==> src/rtl/ysyx_24110015_ifu_fetch.sv <==
// ---------------------------------------------------------------------------
// ysyx_24110015_ifu_fetch
//
// Purpose
//   Instruction fetch unit for a multicycle core. It holds the PC and issues
//   one read per instruction on a valid/ready memory read channel. It then
//   presents the fetched word and its PC to decode with a valid/ready
//   handshake. The next fetch starts only after writeback supplies the
//   next PC.
//
// Ports
//   clk, rst                 rising-edge clock, asynchronous active-high reset
//   npc, npc_valid           next PC from writeback (single-cycle pulse)
//   araddr, arvalid, arready read address channel (araddr is the pc register)
//   rdata, rresp, rvalid,    read data channel (rresp 2'b00 = OKAY)
//   rready
//   inst, pc, fault,         fetched instruction, its PC and fault flag,
//   out_valid, out_ready     handed to decode
//
// Configuration macro
//   IFU_FAULT_EN  When defined, the unit does not issue a misaligned PC on
//                 the bus. That fetch, and any read with rresp != OKAY,
//                 produces fault=1 and inst=FAULT_INST. When undefined,
//                 fault is constant 0, rresp is ignored and a misaligned PC
//                 is issued on araddr unchanged.
// ---------------------------------------------------------------------------
module ysyx_24110015_ifu_fetch #(
  parameter logic [31:0] RESET_PC   = 32'h8000_0000,
  parameter logic [31:0] FAULT_INST = 32'h0000_0013
) (
  input  logic        clk,
  input  logic        rst,
  input  logic [31:0] npc,
  input  logic        npc_valid,
  output logic [31:0] araddr,
  output logic        arvalid,
  input  logic        arready,
  input  logic [31:0] rdata,
  input  logic [1:0]  rresp,
  input  logic        rvalid,
  output logic        rready,
  output logic [31:0] inst,
  output logic [31:0] pc,
  output logic        out_valid,
  input  logic        out_ready,
  output logic        fault
);

  typedef enum logic [2:0] {
    S_BOOT = 3'd0,
    S_REQ  = 3'd1,
    S_RESP = 3'd2,
    S_OUT  = 3'd3,
    S_WAIT = 3'd4
  } state_t;

  state_t      state_q;
  state_t      state_nxt;

  logic [31:0] pc_q;
  logic [31:0] inst_q;
  logic        fault_q;

  logic        misalign;
  logic        resp_fault;

  logic        pc_load;
  logic        rd_capture;
  logic        skip_capture;

`ifdef IFU_FAULT_EN
  assign misalign   = |pc_q[1:0];
  assign resp_fault = |rresp;
`else
  logic rresp_unused;
  assign rresp_unused = |rresp;
  assign misalign     = 1'b0;
  assign resp_fault   = 1'b0;
`endif

  // State register
  always_ff @(posedge clk or posedge rst) begin
    if (rst) begin
      state_q <= S_BOOT;
    end else begin
      state_q <= state_nxt;
    end
  end

  // Next-state and handshake decode
  always_comb begin
    state_nxt    = state_q;
    arvalid      = 1'b0;
    rready       = 1'b0;
    out_valid    = 1'b0;
    pc_load      = 1'b0;
    rd_capture   = 1'b0;
    skip_capture = 1'b0;

    unique case (state_q)
      S_BOOT: begin
        state_nxt = S_REQ;
      end

      S_REQ: begin
        // A misaligned PC never reaches the bus. It goes straight to OUT
        // carrying a fault.
        if (misalign) begin
          skip_capture = 1'b1;
          state_nxt    = S_OUT;
        end else begin
          arvalid = 1'b1;
          if (arready) begin
            state_nxt = S_RESP;
          end
        end
      end

      S_RESP: begin
        rready = 1'b1;
        if (rvalid) begin
          rd_capture = 1'b1;
          state_nxt  = S_OUT;
        end
      end

      S_OUT: begin
        out_valid = 1'b1;
        if (out_ready) begin
          // Writeback may deliver npc in the very cycle decode consumes the
          // instruction. In that case, skip WAIT and fetch right away.
          if (npc_valid) begin
            pc_load   = 1'b1;
            state_nxt = S_REQ;
          end else begin
            state_nxt = S_WAIT;
          end
        end
      end

      S_WAIT: begin
        if (npc_valid) begin
          pc_load   = 1'b1;
          state_nxt = S_REQ;
        end
      end

      default: begin
        state_nxt = S_BOOT;
      end
    endcase
  end

  // PC register: changes only on an accepted npc. An npc pulse in any
  // other state is dropped.
  always_ff @(posedge clk or posedge rst) begin
    if (rst) begin
      pc_q <= RESET_PC;
    end else if (pc_load) begin
      pc_q <= npc;
    end
  end

  // Instruction/fault capture: held stable through OUT until the next
  // capture.
  always_ff @(posedge clk or posedge rst) begin
    if (rst) begin
      inst_q  <= 32'h0000_0000;
      fault_q <= 1'b0;
    end else if (skip_capture) begin
      inst_q  <= FAULT_INST;
      fault_q <= 1'b1;
    end else if (rd_capture) begin
      inst_q  <= resp_fault ? FAULT_INST : rdata;
      fault_q <= resp_fault;
    end
  end

  assign araddr = pc_q;
  assign pc     = pc_q;
  assign inst   = inst_q;
  assign fault  = fault_q;

endmodule
==> config.mk <==
export PLATFORM = sky130hd
export DESIGN_NAME = ysyx_24110015_ifu_fetch
export DESIGN_NICKNAME = d
export VERILOG_FILES = /design/src/rtl/ysyx_24110015_ifu_fetch.sv
export SDC_FILE = /design/constraint.sdc
export NUM_CORES = 1
export LEC_CHECK = 0
export ABC_AREA = 1
export CORE_MARGIN = 2
export CORE_UTILIZATION = 30
export DETAILED_ROUTE_END_ITERATION = 7
export PLACE_DENSITY = 0.65
export SETUP_SLACK_MARGIN = 0.2
export SYNTH_ARGS = -nofsm -noshare
export SYNTH_HDL_FRONTEND = slang
export SYNTH_SLANG_ARGS = --single-unit
export TNS_END_PERCENT = 50
==> constraint.sdc <==
create_clock -name clk -period 2.35 [get_ports clk]
set_input_delay 0.235 -clock clk [delete_from_list [all_inputs] [get_ports clk]]
set_output_delay 0.235 -clock clk [all_outputs]
set_load 0.02 [all_outputs]
==> summary.md, run 1 <==
| Metric | Value |
|---|---|
| Status | completed |
| Syn. warnings | 0 |
| VDD IR-drop max | 0.520 mV |
| HP Class | in -> async |
| Power share of the clock group | 0.127 |
| CP Data Required Time | 2.12 ns |
| Max_cap viols | 0 |
| Clk buf depth | 2 |
| DRT Pass-1 Iters | 4 |
| XOR/XNOR share of the synthesized area | 0 |
| WS Path Type | reg -> out |
| Met2 WL post-DR | 3540 microns |
| Mapped Nets | 422 |
| Seq pwr share | 0.317 |
| Yosys reg bits | 67 |
| Routed WL per cell | 13.0 microns |
| Largest net degree at the start of global routing | 68 |
| Ant. Diodes | 0 |
| IO buf count | 168 |
| Full die area | 0.0109 sq mm |
| Reg clk slew, reported paths | 0.07 ns |
| Final period util | 0.830 |
| Clock Latency Late Sink | 0.33 ns |
| Wire length on met1 | 3610 microns |
| R2r startpoint | state_q[2]$_DFFE_PP0P_ |
| Root Buffer | clkbuf_8 |
| Met3 wire length | 821 microns |
| Post-route ant nets | 0 |
| Sink Count | 67 |
| Post-Synth Adder-Cell Area | 0 |
| Final Util | 0.482 |
| Crit path to | arvalid |
| RSZ-0062 raised after global routing | no |
| CTS tree | done |
| Vias per std cell | 4.41 |
| Switch share | 0.415 |
| GRT Residual Overflow | 0 |
| Max Slew Vio Count | 0 |
| Slew @ Worst Pin | 0.594 ns |
| Clk_skew | 0.00929 ns |
| Worst reg2reg path endpoint | inst[1]$_DFFE_PP0P_ |
| Crit. End Element | output pin |
| Highest net fanout along the worst path | 6 |
| Mean Syn Cell Area | 8.67 sq um |
| Post-synth cell types | 21 |
| Routability Congestion | 0.774 |
| Die width | 105 microns |
| Worst reg2reg path depth | 6 |
| Setup Total Neg Slack | 0 ns |
| Inserted Clock Buffers | 9 |
| Area Growth Syn to Fin | 56.0% |
| Final Hold Fails | 0 |
| Post-synthesis mux area share | 0 |
| Global Route Usage Sum | 0.150 |
| Initial Utilization | 0.309 |
| Global-route wire length before repair | 13,300 microns |
| Post-CTS Hold Buffers | 0 |
| Non-Filler Instances | 620 |
| Final Instance Area | 0.00474 sq mm |
| 1st-iter DRT viols | 101 |
| Synth Area in Compound Gates | 0.00165 |
| Fmax | 513 MHz |
| # IOs | 172 |
| Layout Nets | 554 |
| Chip Height | 105 microns |
| Core footprint | 0.00982 sq mm |
| Initial antenna violation count | 0 |
| Placed insts | 604 |
| Share of cells above drive strength 1 | 0.0534 |
| Gate power share | 0.556 |
| Final setup viols | 0 |
| Vias in the first global route | 2,677 |
| Worst R2R Setup Slack | 0.61 ns |
| Largest family of logic cells by synthesized area | simple AND/OR/NAND/NOR gates |
| Minimum clock period | 1.95 ns |
| Mapped Area | 0.00304 sq mm |
| Commonest non-fill, non-tap cell in the layout | clkdlybuf4s50_1 |
| Placed Area | 0.00457 sq mm |
| Mapped Cells | 350 |
| CP Data Arrival Time | 1.71 ns |
| Relative slew margins | 0.603 |
| Power per cell area | 1360 mW/mm^2 |
| Total number of vias | 2,734 |
| Internal power | 3.76 mW |
| Post-synthesis sequential area ratio | 0.553 |
| Drt drc | 0 |
| H-Tree Level Count | 3 |
| Num rows | 36 |
| Max layer used | met4 |
| Min Hold Slack | 0.288 ns |
| Static Leak | 2.26 nW |
| Critical Path Start | state_q[2]$_DFFE_PP0P_ |
| Most frequent cells in the layout | 167 x clkdlybuf4s50_1, 142 x nand2_1, 66 x nand3_1, 66 x dfrtp_1, 10 x clkbuf_8 |
| Synth Area in Simple Gates | 0.315 |
| Net Sw Power | 2.67 mW |
| Post-DP HPWL | 5730 microns |
| CP Launch Type | flop |
| Final wirelength | 8060 microns |
## final cells by class
class | count | area [sq um]
Timing Repair Buffer | 173 | 1730
Sequential cell | 67 | 1680
Tap cell | 133 | 166
Clock inverter | 3 | 15.0
Fill cell | 943 | 5080
Inverter | 9 | 33.8
Clock buffer | 13 | 149
Multi-Input combinational cell | 222 | 963
## synthesized netlist by cell type
master	instances	area, sq um
buf_1	2	7.51
buf_2	6	30.0
buf_4	36	270
buf_6	3	33.8
clkbuf_1	5	18.8
conb_1	1	3.75
dfrtp_1	66	1650
dfstp_2	1	26.3
inv_1	8	30.0
inv_2	1	3.75
nand2_1	142	533
nand2_2	1	6.26
nand2_4	1	11.3
nand3_1	66	330
nand3_2	1	10.0
nand3_4	1	17.5
nand3b_1	2	15.0
nor2_1	4	15.0
nor2_4	1	11.3
nor3_1	1	5.00
o21ai_0	1	5.00
## cell families (layout without fill, tap and decap cells)
logic type,Yosys count,in the layout
flip-flops,67,67
buffers and inverters,61,198
other,1,1
AO/OA/AOI/OAI,1,1
AND/OR/NAND/NOR,220,220
## critical path, stage by stage, from the launching register on
cell and delay (ns):
dfrtp_1 0.46, nor2_1 0.16, nand2_1 0.09, inv_1 0.07
clkdlybuf4s50_1 0.61
## stage by stage
step,worst slack (ns),power (mW)
global route,0.275,6.87
CTS,0.355,6.53
detailed placement,0.491,5.68
global placement,0.546,5.62
floorplan,0.433,4.17
finish,0.400,6.44
## power by group through the flow
stage / logic [mW] / registers, mW / clock network (mW)
finish: 3.58 / 2.04 / 0.818
global placement: 3.58 / 2.04 / 0
global route: 3.85 / 2.11 / 0.905
CTS: 3.63 / 2.04 / 0.856
detailed placement: 3.62 / 2.06 / 0
floorplan: 1.55 / 2.62 / 0
## registers in the layout, indices dropped and copies added, names as in the netlist
register  cells
araddr       32
inst         32
state_q       3
## routing by layer
metal	vias to the layer above	global-route usage
met1	1260	0.195
met3	6	0.0561
met2	131	0.229
li1	1337	-
met4	0	0.0543
met5	-	0
## worst min-delay path by stage
| stage | from | endpoint | slack (ns) | depth (start not counted) |
|---|---|---|---|---|
| after floorplan | npc[31] | araddr[31]$_DFFE_PP1P_ | 0.33 | 2 |
| after detailed placement | inst[15]$_DFFE_PP0P_ | inst[15]$_DFFE_PP0P_ | 0.46 | 2 |
| after global placement | inst[31]$_DFFE_PP0P_ | inst[31]$_DFFE_PP0P_ | 0.45 | 2 |
| after global routing | rst | inst[7]$_DFFE_PP0P_ | 0.31 | 3 |
| after CTS | rst | araddr[14]$_DFFE_PP0P_ | 0.29 | 3 |
| final | rst | inst[7]$_DFFE_PP0P_ | 0.29 | 3 |
## repair_timing
item	in CTS	in global routing
endpoints found under the setup margin	1	0
setup buffers	0	0
resized for setup	1	0
Power figures use the tool's default switching activity.
==> run 2: changes to the inputs <==
clock period = 1.9 ns   (was 2.35 ns; I/O delays follow)
==> run 2 against run 1 <==
Via count increased by 0.66%. Sequential share of layout area decreased by 0.43 points. Final cell count increased by 0.32%. Combinational power increased by 24%. Utilization increased by 0.59 points. Count of clock-buffer cells in the layout decreased by 3. Power increased by 26%. First-iteration DRC count decreased by 28%. Global-route usage decreased by 0.082 points.
==> summary.md, run 2 (synthesis gave the netlist of run 1 again) <==
| Metric | Value |
|---|---|
| Routability Congestion | 0.774 |
| Setup WS post-layout | 0.228 ns |
| Global Route met3 Usage | 0.0561 |
| Full die area | 0.0109 sq mm |
| 1st-iter DRT viols | 73 |
| Final Instance Area | 0.00479 sq mm |
| Vias per std cell | 4.42 |
| Fmax | 598 MHz |
| CP Data Required Time | 1.71 ns |
| Total number of vias | 2,752 |
| # IOs | 172 |
| Internal power | 4.76 mW |
| GRT Residual Overflow | 0 |
| Worst reg2reg path depth | 5 |
| Drt drc | 0 |
| Min Hold Slack | 0.306 ns |
| Final setup viols | 0 |
| Setup slack after placement | 0.147 ns |
| VDD IR-drop max | 0.646 mV |
| Net Sw Power | 3.36 mW |
| Initial antenna violation count | 0 |
| Most frequent cells in the layout | 165 x clkdlybuf4s50_1, 142 x nand2_1, 66 x nand3_1, 66 x dfrtp_1, 9 x clkbuf_8 |
| Area Growth Syn to Fin | 57.9% |
| Die width | 105 microns |
| Status | completed |
| Gates resized, CTS repair | 4 |
| Global-route wire length before repair | 13,300 microns |
| Chip Height | 105 microns |
| Static Leak | 2.27 nW |
| Sink Count | 67 |
| Tot Pwr | 8.13 mW |
| CP Launch Type | flop |
| Initial Utilization | 0.309 |
| Share of cells above drive strength 1 | 0.0634 |
| Core footprint | 0.00982 sq mm |
| Final Hold Fails | 0 |
| Power per cell area | 1700 mW/mm^2 |
| Vias in the first global route | 2,703 |
| Max_cap viols | 0 |
| Final wirelength | 8130 microns |
| CP Data Arrival Time | 1.48 ns |
| Num rows | 36 |
| Max Slew Vio Count | 0 |
| Switch share | 0.414 |
| Max stage delay cell, worst path | clkdlybuf4s50_1 |
| Seq pwr share | 0.310 |
| Setup Total Neg Slack | 0 ns |
| Power share of the clock group | 0.143 |
| Clk_skew | 0.00673 ns |
| Worst reg2reg path endpoint | araddr[27]$_DFFE_PP0P_ |
| Top delay family on crit path | buffers and inverters |
| Worst R2R Setup Slack | 0.39 ns |
| DRT Pass-1 Iters | 4 |
| CP Cell Sequence | clkdlybuf4s50_1 |
| IO buf count | 168 |
| Post-route ant nets | 0 |
| GR Layer Usage met2 | 0.237 |
| Inserted Clock Buffers | 9 |
| Highest net fanout along the worst path | 3 |
| Largest net degree at the start of global routing | 68 |
| Crit path buf inv count | 1 |
| H-Tree Level Count | 3 |
| R2r startpoint | state_q[0]$_DFFE_PP0P_ |
| Clk buf depth | 2 |
| HP Class | in -> async |
| Crit. End Element | output pin |
| Global Route Usage Sum | 0.149 |
| Gate power share | 0.547 |
| Most Used Layer, Global Route | met2 |
| Met1 usage | 0.184 |
| Post-DP HPWL | 5890 microns |
| Layout Nets | 556 |
| Placed Area | 0.00459 sq mm |
| Commonest non-fill, non-tap cell in the layout | clkdlybuf4s50_1 |
| Clock Latency Late Sink | 0.34 ns |
| Root Buffer | clkbuf_8 |
| Ant. Diodes | 0 |
| CTS tree | done |
| Routed WL per cell | 13.1 microns |
| RSZ-0062 raised after global routing | yes |
| Post-CTS Setup Inserts | 0 |
| Minimum clock period | 1.67 ns |
| WS Path Type | reg -> out |
| CP max stage delay | 0.62 ns |
| Reg clk slew, reported paths | 0.08 ns |
| Final period util | 0.880 |
| Post-CTS Hold Buffers | 0 |
-- run 2: cell type report --
cell class,instances,area (sq um)
Tap cell,133,166
Inverter,9,37.5
Timing Repair Buffer,175,1740
Sequential cell,67,1680
Clock buffer,10,128
Fill cell,953,5030
Multi-Input combinational cell,222,977
Clock inverter,6,66.3
-- run 2: metrics by stage --
step / std cells / util
final: 622 / 0.488
after global routing: 622 / 0.488
after CTS: 622 / 0.488
after detailed placement: 606 / 0.468
after global placement: 606 / 0.468
after floorplan: 350 / -
-- run 2: worst max-delay path by stage --
stage / to / start / cells after the start / slack [ns]
after global routing: araddr[31] / araddr[31]$_DFFE_PP1P_ / 1 / 0.17
after detailed placement: inst[30]$_DFFE_PP0P_ / state_q[2]$_DFFE_PP0P_ / 7 / 0.15
final: araddr[31] / araddr[31]$_DFFE_PP1P_ / 1 / 0.23
after CTS: rready / state_q[2]$_DFFE_PP0P_ / 4 / 0.14
after global placement: araddr[11]$_DFFE_PP0P_ / npc_valid / 5 / 0.18
after floorplan: araddr[19]$_DFFE_PP0P_ / state_q[1]$_DFFE_PP0P_ / 6 / 0.67
-- run 2: power groups by stage --
stage          clock, mW  sequential [mW]  combinational (mW)
3_3_place_gp           0             2.53                4.44
2_1_floorplan          0             3.24                1.92
4_1_cts             1.22             2.53                4.49
3_5_place_dp           0             2.54                4.50
6_report            1.16             2.52                4.45
5_1_grt             1.28             2.62                4.78
-- run 2: layer usage --
| metal | vias to the layer above | share of wire |
|---|---|---|
| li1 | 1341 | - |
| met1 | 1277 | 0.44 |
| met2 | 123 | 0.45 |
| met3 | 11 | 0.093 |
| met4 | 0 | 0.015 |
| met5 | - | 0 |
